<file path="config.mk">
export PLATFORM = sky130hd
export DESIGN_NAME = uart_tx_fifo
export DESIGN_NICKNAME = d
export VERILOG_FILES = /design/src/rtl/uart_tx_fifo.sv
export SDC_FILE = /design/constraint.sdc
export NUM_CORES = 1
export LEC_CHECK = 0
export BUFFER_PORTS_ARGS = -buffer_cell sky130_fd_sc_hd__buf_2
export CAP_MARGIN = 15
export CORE_MARGIN = 2
export CORE_UTILIZATION = 32
export CTS_BUF_LIST = sky130_fd_sc_hd__clkbuf_4
export CTS_CLUSTER_SIZE = 24
export DETAILED_ROUTE_END_ITERATION = 10
export RECOVER_POWER = 100
export SLEW_MARGIN = 20
export SYNTH_ARGS = -nofsm -noshare
export SYNTH_HDL_FRONTEND = slang
export SYNTH_SLANG_ARGS = --single-unit
</file>
<file path="constraint.sdc">
create_clock -name Clk -period 3.9 [get_ports Clk]
set_input_delay 0.195 -clock Clk [delete_from_list [all_inputs] [get_ports Clk]]
set_output_delay 0.195 -clock Clk [all_outputs]
set_load 0.01 [all_outputs]
</file>
<file path="src/rtl/uart_tx_fifo.sv">
// UART transmitter with a small write FIFO so queued words leave back-to-back.
// Configurable data width, parity (none/odd/even), stop bits and baud divisor.
module uart_tx_fifo #(
  parameter int CLOCK_FREQ = 50_000_000,
  parameter int BAUD       = 9600,
  parameter int DATA_BITS  = 8,
  parameter int PARITY     = 0,
  parameter int STOP_BITS  = 1,
  parameter int FIFO_DEPTH = 16,
  localparam int LW        = $clog2(FIFO_DEPTH) + 1
) (
  input  logic                 Clk,
  input  logic                 Reset,
  input  logic [DATA_BITS-1:0] Data,
  input  logic                 send_en,
  output logic                 ready,
  output logic                 uart_tx,
  output logic                 busy,
  output logic                 tx_done,
  output logic                 overflow,
  output logic [LW-1:0]        fifo_level
);
  localparam int MCNT_BAUD = CLOCK_FREQ / BAUD - 1;
  localparam int CW        = (MCNT_BAUD < 1) ? 1 : $clog2(MCNT_BAUD + 1);
  localparam int AW        = $clog2(FIFO_DEPTH);

  typedef enum logic [2:0] {IDLE, START, DATA, PARITY_S, STOP} state_t;

  state_t               state, state_d;
  logic [DATA_BITS-1:0] mem [FIFO_DEPTH];
  logic [AW-1:0]        wr_ptr, rd_ptr;
  logic [LW-1:0]        level;
  logic [CW-1:0]        baud_cnt;
  logic [3:0]           bit_cnt;
  logic [DATA_BITS-1:0] shift;
  logic                 par_bit;
  logic                 full, wr_en, pop, bit_end, last_stop, line_d;

  assign full       = (level == LW'(FIFO_DEPTH));
  assign ready      = !full;
  assign wr_en      = send_en && !full;
  assign bit_end    = (baud_cnt == CW'(MCNT_BAUD));
  assign last_stop  = (state == STOP) && bit_end && (bit_cnt == 4'(STOP_BITS - 1));
  assign pop        = ((state == IDLE) || last_stop) && (level != '0);
  assign busy       = (state != IDLE) || (level != '0);
  assign fifo_level = level;

  always_comb begin
    state_d = state;
    line_d  = 1'b1;
    case (state)
      IDLE:     if (pop) state_d = START;
      START: begin
        line_d = 1'b0;
        if (bit_end) state_d = DATA;
      end
      DATA: begin
        line_d = shift[0];
        if (bit_end && bit_cnt == 4'(DATA_BITS - 1))
          state_d = (PARITY != 0) ? PARITY_S : STOP;
      end
      PARITY_S: begin
        line_d = par_bit;
        if (bit_end) state_d = STOP;
      end
      STOP:     if (last_stop) state_d = pop ? START : IDLE;
      default:  state_d = IDLE;
    endcase
  end

  // Storage is left unreset; pointer reset is what discards the contents.
  always_ff @(posedge Clk) begin
    if (wr_en && !Reset) mem[wr_ptr] <= Data;
  end

  always_ff @(posedge Clk) begin
    if (Reset) begin
      state    <= IDLE;
      uart_tx  <= 1'b1;
      tx_done  <= 1'b0;
      overflow <= 1'b0;
      wr_ptr   <= '0;
      rd_ptr   <= '0;
      level    <= '0;
      baud_cnt <= '0;
      bit_cnt  <= '0;
      shift    <= '0;
      par_bit  <= 1'b0;
    end else begin
      state   <= state_d;
      uart_tx <= line_d;
      tx_done <= last_stop;
      if (send_en && full) overflow <= 1'b1;
      if (wr_en) wr_ptr <= wr_ptr + 1'b1;
      if (pop) begin
        rd_ptr  <= rd_ptr + 1'b1;
        shift   <= mem[rd_ptr];
        par_bit <= (^mem[rd_ptr]) ^ (PARITY == 1);
      end
      level <= level + LW'(wr_en) - LW'(pop);
      // Counter is held at 0 in IDLE, so every START begins a fresh bit period.
      if (state == IDLE || bit_end) baud_cnt <= '0;
      else                          baud_cnt <= baud_cnt + 1'b1;
      if (state_d != state)  bit_cnt <= '0;
      else if (bit_end)      bit_cnt <= bit_cnt + 1'b1;
      if (state == DATA && bit_end) shift <= shift >> 1;
    end
  end
endmodule

</file>
==> flow_metrics.env, run 1 <==
export IMPL_met1Wirelength_um=6270
export IMPL_power_leakage_nw=2.51
export IMPL_hold_path_class="in2reg"
export IMPL_yosysSeqAreaShare_pct=67.3
export IMPL_period_share_pct=95.8
export IMPL_worstPathArrival_ns=4.22
export IMPL_power_density_nw_per_um2=553
export IMPL_drive_gt1_share_pct=15.5
export IMPL_final_hold_violation_count=0
export IMPL_dieHeight_um=154
export IMPL_synth_mux_area_share_pct=10.2
export IMPL_place_area_um2=7610
export IMPL_ant_nets=0
export IMPL_synthSimpleGateAreaFrac_pct=9.46
export IMPL_synth_ff_type="edfxtp_1"
export IMPL_hpwl_um=8650
export IMPL_drc=0
export IMPL_wl_met3_um=767
export IMPL_root_buffer="clkbuf_4"
export IMPL_cp_max_fo=3
export IMPL_grt_first_pass_wirelength_um=21400
export IMPL_mappedNetlistArea_um2=7170
export IMPL_cts_made_buffers=17
export IMPL_grt_antenna_before_repair=0
export IMPL_stdcell_area_um2=7980
export IMPL_p_comb_share_pct=25.6
export IMPL_io_pins=21
export IMPL_overflow=0
export IMPL_clock_latency_ns=0.57
export IMPL_maxSlewViolCount=0
export IMPL_finalWorstSetupSlack_ns=0.165
export IMPL_avgSynthCellArea_um2=15.1
export IMPL_firstDrtPassIters=5
export IMPL_post_route_util_pct=36.5
export IMPL_cts_max_level=4
export IMPL_synthDominantCellAreaShare_pct=53.6
export IMPL_synth_seq_cells=177
export IMPL_finalNonFillerCells=808
export IMPL_required_ns=4.38
export IMPL_synth_most_common_cell="edfxtp_1"
export IMPL_top_layer_used="met4"
export IMPL_synth_area_leader_cell="edfxtp_1"
export IMPL_avgViaCountPerCell=4.88
export IMPL_grt_pass1_vias=4010
export IMPL_seq_power_share_pct=50.7
export IMPL_grt_use_total_pct=11.9
export IMPL_synth_adder_area_share_pct=2.72
export IMPL_die_w_um=154
export IMPL_slew_headroom_pct=42.9
export IMPL_cpPeakStageDelay_ns=0.53
export IMPL_vdd_ir_drop_max_mv=0.322
export IMPL_place_inst=765
export IMPL_final_setup_tns_ns=0
export IMPL_die_area_um2=23600
export IMPL_drt_first_iter_violations=405
export IMPL_worst_path_most_repeated_cell="ha_1"
export IMPL_cts_sinks=177
export IMPL_power_switching_mw=1.39
export IMPL_area_growth_pct=11.3
export IMPL_crit_type="reg2reg"
export IMPL_setup_violations=0
export IMPL_n_fill_cell=2117
export IMPL_dp_slack_ns=0.136
export IMPL_crit_path_start_kind="flip-flop"
export IMPL_cp_slowest_cell="or4b_4"
export IMPL_ys_types=48
export IMPL_fin_crit_ns=3.74
export IMPL_endpoint_kind="flip-flop"
export IMPL_drv_cap=0
export IMPL_netlist_instances=476
export IMPL_max_freq_ghz=0.268
export IMPL_cts_tree="built"
export IMPL_critical_path_cell_chain="or4b_1 -> or4_4 -> or4b_4 -> a2111oi_4 -> ha_1 -> inv_1 -> ha_1 -> fa_2 -> a21oi_2 -> nor2_1 -> or3_1 -> a21oi_1"
export IMPL_portBuffers=20
export IMPL_wl_met2_um=6370
export IMPL_ys_warn_count=0
export IMPL_run_status="finished clean"
export IMPL_vias=3942
export IMPL_grt_max_degree=33
export IMPL_clk_pin_slew_ns=0.15
export IMPL_fp_row_count=54
export IMPL_synth_compound_area_share_pct=5.04
export IMPL_synth_nets=502
export IMPL_p_sw_share_pct=31.6
export IMPL_place_gp_congestion=0.776
export IMPL_total_power_mw=4.41
export IMPL_synth_edff_count=128
export IMPL_synth_area_leaders="edfxtp_1 54%, dfxtp_1 14%, mux4_2 10%"
export IMPL_routed_wl_um=13500
export IMPL_synth_top_family_by_area="multiplexers"
export IMPL_fp_coreArea_um2=21900
export IMPL_initial_utilization_pct=32.7
export IMPL_p_clk_share_pct=23.7
export IMPL_clockBufferDepth=2
export IMPL_tightest_slew_ns=0.857
export IMPL_holdWs_ns=0.103
export IMPL_async_flop_share_pct=0
export IMPL_ys_top_cells_by_count="128 x edfxtp_1, 52 x nor2_1, 49 x dfxtp_1, 35 x nand2_1, 32 x mux4_2"
export IMPL_clock_skew_ns=0.0277
export IMPL_p_int_mw=3.02
export IMPL_num_antenna_cells=0
export IMPL_rsz0062_at_grt="no"
export IMPL_wire_per_inst_um=16.7
export IMPL_fin_nets=541
export IMPL_synthXorXnorAreaFrac_pct=3.54
[power groups by stage]
stage / logic (mW) / clock network, mW / registers (mW)
2_1_floorplan: 0.907 / 0 / 2.24
3_3_place_gp: 1.13 / 0 / 2.27
3_5_place_dp: 1.14 / 0 / 2.28
4_1_cts: 1.16 / 1.08 / 2.24
5_1_grt: 1.26 / 1.16 / 2.26
6_report: 1.13 / 1.05 / 2.24
[layout make-up]
type	count	area (µm²)	share of cell area (%)
sequential	177	4830	60.5
multi-input combinational	268	2230	28.0
tap	280	350	4.39
timing repair buffer	41	239	2.99
clock inverter	15	164	2.05
clock buffer	17	128	1.60
inverter	10	37.5	0.470
[path summary, 6_finish.rpt]
| check | startpoint | endpoint | slack, ns | cells after the start |
|---|---|---|---|---|
| min | Reset | wr_ptr[2] | 0.10 | 2 |
| min reg2reg | shift[5] | shift[5] | 0.47 | 2 |
| max | baud_cnt[8] | fifo_level[4] | 0.16 | 12 |
| max reg2reg | baud_cnt[8] | fifo_level[4] | 0.16 | 12 |
[metal layers]
metal  GRT usage (%)  vias up
met3            2.99        7
met5               0        -
met4            3.54        0
met1            16.6     1979
met2            18.6       83
li1                -     1873
[sequential cells by signal (all words and copies together), names as in the netlist, named ones only]
register / count
mem: 128
uart_tx: 1
overflow: 1
tx_done: 1
state: 3
baud_cnt: 13
wr_ptr: 4
rd_ptr: 4
par_bit: 1
fifo_level: 5
shift: 8
bit_cnt: 4
[cell usage in the layout, fill, tap and decap left out, types with 3 or more instances in the layout]
master,n
nand2b_1,3
inv_8,6
or3_1,4
and3_1,4
clkbuf_4,17
ha_1,13
edfxtp_1,128
dlygate4sd3_1,9
nand3_1,9
mux4_2,32
a22oi_1,24
xnor2_1,20
clkbuf_1,23
dfxtp_1,47
xor2_1,9
inv_1,10
inv_6,3
o21ai_0,5
a21oi_1,13
nor2b_1,6
buf_4,7
nor2_1,52
nor3_1,5
and2_1,3
nand2_1,35
[critical path, delay by kind of cell (launching register included)]
family	cells	cell delay (ns)
compound gates	3	0.65
simple gates	5	1.86
flops	1	0.37
buf+inv	1	0.04
fa+ha+maj	3	0.73
[cell families after synthesis]
family	after synthesis
flops	177
simple gates	139
compound gates	52
mux	33
buf+inv	31
xor+xnor	29
fa+ha+maj	15
[timing repair]
item | in CTS | in global routing
resized for setup | 0 | 5
buffers inserted | 0 | 2
endpoints found under the hold margin | 128 | 0
hold buffers | 9 | 0
endpoints found under the setup margin | 0 | 1
No activity file was read; power rests on OpenSTA's default activity.
==> inputs of run 2 (changes only) <==
Settings changed: MAX_ROUTING_LAYER set to met4.
==> run 2 against run 1 <==
Clock skew shrank 0.0038 ns. Hold slack lost 0.0084 ns. Register-to-register slack about the same. Non-clock buffer count unchanged. Total power shrank 0.12%. Combinational power barely moved. First-iteration DRC count up 13%. Global-route usage grew 0.40 points. Via count shrank 0.94%. Sequential share of layout area is the same. Count of clock-buffer cells in the layout stayed put.
==> flow_metrics.env, run 2 (same netlist as run 1, synthesis figures left out) <==
export IMPL_run_status="finished clean"
export IMPL_grt_use_total_pct=12.3
export IMPL_grt_first_pass_wirelength_um=21500
export IMPL_routed_wl_um=13500
export IMPL_place_gp_congestion=0.786
export IMPL_layout_commonest_cell="edfxtp_1"
export IMPL_finalWorstSetupSlack_ns=0.164
export IMPL_final_hold_violation_count=0
export IMPL_initial_utilization_pct=32.7
export IMPL_grt_pass1_vias=4002
export IMPL_fp_coreArea_um2=21900
export IMPL_clk_pin_slew_ns=0.16
export IMPL_grt_max_degree=33
export IMPL_cts_tree="built"
export IMPL_grt_antenna_before_repair=0
export IMPL_rrSetupSlack_ns=0.16
export IMPL_portBuffers=20
export IMPL_largestRegisters="mem: 128 flops, baud_cnt: 13 flops, shift: 8 flops"
export IMPL_r2r_end="fifo_level[4]"
export IMPL_hold_start="Reset"
export IMPL_num_antenna_cells=0
export IMPL_setup_violations=0
export IMPL_drive_gt1_share_pct=15.5
export IMPL_clockBufferDepth=2
export IMPL_clock_skew_ns=0.0239
export IMPL_max_freq_ghz=0.268
export IMPL_tightest_slew_ns=0.824
export IMPL_io_pins=21
export IMPL_root_buffer="clkbuf_4"
export IMPL_clock_latency_ns=0.58
export IMPL_power_density_nw_per_um2=552
export IMPL_fin_crit_ns=3.74
export IMPL_hold_end="shift[7]"
export IMPL_crit_type="reg2reg"
export IMPL_avgViaCountPerCell=4.83
export IMPL_dieHeight_um=154
export IMPL_overflow=0
export IMPL_maxSlewViolCount=0
export IMPL_rsz0062_at_grt="no"
export IMPL_drc=0
export IMPL_r2r_start="baud_cnt[8]"
export IMPL_top_register="mem"
export IMPL_final_setup_tns_ns=0
export IMPL_drv_cap=0
export IMPL_cts_made_buffers=17
export IMPL_drt_first_iter_violations=456
export IMPL_hpwl_um=8650
export IMPL_worstPathArrival_ns=4.23
export IMPL_endpoint_kind="flip-flop"
export IMPL_total_power_mw=4.41
export IMPL_layout_common_cells="128 x edfxtp_1, 52 x nor2_1, 47 x dfxtp_1, 35 x nand2_1, 32 x mux4_2"
export IMPL_die_area_um2=23600
export IMPL_cts_sinks=177
export IMPL_period_share_pct=95.8
export IMPL_fin_nets=541
export IMPL_die_w_um=154
export IMPL_required_ns=4.39
export IMPL_hold_path_class="in2reg"
export IMPL_firstDrtPassIters=5
export IMPL_vdd_ir_drop_max_mv=0.321
export IMPL_largest_reg_flops=128
export IMPL_cts_max_level=4
export IMPL_reg2reg_depth=12
export IMPL_power_leakage_nw=2.51
export IMPL_area_growth_pct=11.3
export IMPL_fp_row_count=54
export IMPL_ant_nets=0
export IMPL_crit_path_start_kind="flip-flop"
export IMPL_hold_depth=2
export IMPL_cp_max_fo=3
export IMPL_slew_headroom_pct=44.9
export IMPL_wire_per_inst_um=16.7
export IMPL_dp_slack_ns=0.136
export IMPL_vias=3905
[run 2: cell counts in the layout (fill, tap and decap cells not counted)]
No cell type changed its count.
[run 2: worst max-delay path, cell delays in order (launching register included)]
cell       delay, ns
dfxtp_4         0.37
or4b_1          0.51
or4_4           0.43
or4b_4          0.53
a2111oi_4       0.38
ha_1            0.16
inv_1           0.04
ha_1            0.20
fa_2            0.37
a21oi_2         0.12
nor2_1          0.05
or3_1           0.34
a21oi_1         0.15
[run 2: through the flow]
stage | cells | utilization (%) | hold WS (ns) | cell area (µm²)
after floorplan | 476 | - | 0.294 | 7170
after global placement | 765 | 34.8 | 0.442 | 7610
after detailed placement | 765 | 34.8 | 0.455 | 7610
after CTS | 806 | 36.5 | 0.0573 | 7990
after global routing | 808 | 36.5 | 0.0687 | 7980
final | 808 | 36.5 | 0.0946 | 7980
[run 2: worst max-delay path by stage]
stage	depth (start not counted)	to	startpoint
final	12	fifo_level[4]	baud_cnt[8]
after global routing	12	fifo_level[4]	baud_cnt[8]
after CTS	12	fifo_level[4]	baud_cnt[8]
after detailed placement	12	fifo_level[4]	baud_cnt[8]
after global placement	12	fifo_level[4]	baud_cnt[8]
after floorplan	14	fifo_level[4]	baud_cnt[8]
[run 2: final cells by class]
cell class                 count  area [µm²]
fill                        2117       13900
inverter                      10        37.5
timing repair buffer          41         239
clock inverter                15         164
multi-input combinational    268        2230
tap                          280         350
clock buffer                  17         128
sequential                   177        4830
[run 2: power breakdown]
part,switching [mW],internal (mW),total (mW)
combinational,0.590,0.536,1.13
clock,0.695,0.349,1.04
sequential,0.104,2.13,2.24
total,1.39,3.02,4.41
[run 2: timing repair]
item                                    CTS  global route
endpoints found under the hold margin   128             0
setup buffers                             0             2
hold buffers                              9             0
gates resized for setup                   0             5
endpoints found under the setup margin    0             1
[run 2: layer usage]
metal	up-vias	global-route usage [%]	routed length [µm]
met5	-	-	0
met1	1952	16.5	6420
li1	1873	-	-
met2	70	18.8	6330
met3	10	2.99	675
met4	0	3.54	60
==> inputs of run 3 (changes only) <==
Settings changed: CTS_CLUSTER_DIAMETER set to 150, PLACE_DENSITY set to 0.54.
Clock period 3.9 ns to 4 ns, I/O delays scaled along.
==> run 3 against run 2 <==
Die area unchanged. Setup slack improved by 0.048 ns. Critical endpoint unchanged. Sequential cell count unchanged. Critical path type unchanged.
==> flow_metrics.env, run 3 (same netlist as run 1, synthesis figures left out) <==
export IMPL_drt_first_iter_violations=334
export IMPL_grt_first_pass_wirelength_um=22000
export IMPL_r2r_start="baud_cnt[8]"
export IMPL_clock_skew_ns=0.0177
export IMPL_initial_utilization_pct=32.7
export IMPL_stdcell_area_um2=7930
export IMPL_root_buffer="clkbuf_4"
export IMPL_cts_tree="built"
export IMPL_cts_max_level=4
export IMPL_vdd_ir_drop_max_mv=0.241
export IMPL_slew_headroom_pct=45.4
export IMPL_drive_gt1_share_pct=14.5
export IMPL_fin_crit_ns=3.79
export IMPL_critPathLaunch="baud_cnt[8]"
export IMPL_cts_made_buffers=17
export IMPL_vias=3922
export IMPL_n_fill_cell=2093
export IMPL_fin_nets=538
export IMPL_area_growth_pct=10.6
export IMPL_layout_commonest_cell="edfxtp_1"
export IMPL_period_share_pct=94.7
export IMPL_endpoint_kind="flip-flop"
export IMPL_run_status="finished clean"
export IMPL_avgViaCountPerCell=4.87
export IMPL_clock_latency_ns=0.55
export IMPL_max_freq_ghz=0.264
export IMPL_fp_row_count=54
export IMPL_required_ns=4.48
export IMPL_hold_path_class="in2reg"
export IMPL_num_antenna_cells=0
export IMPL_place_gp_congestion=0.787
export IMPL_firstDrtPassIters=5
export IMPL_clockBufferDepth=2
export IMPL_maxSlewViolCount=0
export IMPL_hold_start="Reset"
export IMPL_post_cts_repair_setup_buffers=0
export IMPL_io_pins=21
export IMPL_postCtsHoldBufs=9
export IMPL_largestRegisters="mem: 128 flops, baud_cnt: 13 flops, shift: 8 flops"
export IMPL_crit_path_start_kind="flip-flop"
export IMPL_holdWs_ns=0.135
export IMPL_crit_type="reg2reg"
export IMPL_largest_reg_flops=128
export IMPL_cts_sinks=177
export IMPL_tightest_slew_ns=0.813
export IMPL_clk_pin_slew_ns=0.16
export IMPL_die_area_um2=23600
export IMPL_portBuffers=20
export IMPL_power_density_nw_per_um2=537
export IMPL_grt_pass1_vias=3998
export IMPL_wire_per_inst_um=17.2
export IMPL_cp_max_fo=6
export IMPL_ant_nets=0
export IMPL_dieHeight_um=154
export IMPL_routed_wl_um=13900
export IMPL_setup_violations=0
export IMPL_overflow=0
export IMPL_grt_antenna_before_repair=0
export IMPL_grt_max_degree=33
export IMPL_cts_resized=0
export IMPL_fp_coreArea_um2=21900
export IMPL_hpwl_um=9030
export IMPL_drv_cap=0
export IMPL_top_register="mem"
export IMPL_drc=0
export IMPL_die_w_um=154
export IMPL_place_area_um2=7600
export IMPL_layout_common_cells="128 x edfxtp_1, 52 x nor2_1, 48 x dfxtp_1, 35 x nand2_1, 32 x mux4_2"
export IMPL_rsz0062_at_grt="no"
export IMPL_grt_use_total_pct=12.7
export IMPL_power_leakage_nw=2.49
export IMPL_final_hold_violation_count=0
export IMPL_worstPathArrival_ns=4.27
## run 3: cell types whose count changed in the layout (fill, tap and decap cells not counted), sizes merged
| cell | before | now |
|---|---|---|
| clkinv | 3 | 5 |
| clkbuf | 40 | 41 |
| bufinv | 1 | 0 |
| buf | 9 | 6 |
| clkinvlp | 2 | 0 |
## run 3: report_power, final
group | total (mW) | internal (mW) | switching, mW
combinational | 1.09 | 0.520 | 0.571
clock | 0.974 | 0.292 | 0.682
sequential | 2.19 | 2.08 | 0.115
total | 4.26 | 2.89 | 1.37
## run 3: stage by stage
step / cells / power (mW) / util, % / TNS, ns / worst slack, ns
global route: 805 / 4.55 / 36.2 / 0 / 0.0588
floorplan: 476 / 3.06 / - / -0.0115 / -0.0115
CTS: 805 / 4.34 / 36.4 / 0 / 0.175
detailed placement: 764 / 3.35 / 34.7 / 0 / 0.222
finish: 805 / 4.26 / 36.2 / 0 / 0.212
global placement: 764 / 3.32 / 34.7 / 0 / 0.315
## run 3: final cells by class
type	instances	area, µm²	share of cell area (%)
Clock inverter	14	143	1.80
Clock buffer	18	135	1.70
Multi-Input combinational cell	268	2220	28.0
Tap cell	280	350	4.42
Sequential cell	177	4830	60.9
Inverter	10	37.5	0.473
Timing Repair Buffer	38	216	2.73
## run 3: path summary, 6_finish.rpt
check | slack [ns] | depth (start not counted) | end
worst max-delay path | 0.21 | 12 | fifo_level[4]
worst min-delay path | 0.14 | 2 | shift[7]
worst max register to register | 0.21 | 12 | fifo_level[4]
worst min register to register | 0.47 | 2 | shift[1]
## run 3: layer usage
layer / global-route usage (%) / vias up / part of all wire (%)
met1: 16.5 / 1973 / 46
met2: 20.3 / 81 / 49
met5: - / - / 0
met3: 3.02 / 6 / 4.2
li1: - / 1862 / -
met4: 3.36 / 0 / 0.51
## run 3: critical path, cell delays in order, from the launching register on
cell	delay, ns
dfxtp_1	0.38
or4b_1	0.52
or4_1	0.46
or4b_4	0.59
a2111oi_4	0.33
ha_1	0.16
inv_1	0.04
ha_1	0.20
fa_2	0.36
a21oi_1	0.13
nor2_1	0.06
or3_1	0.34
a21oi_1	0.15
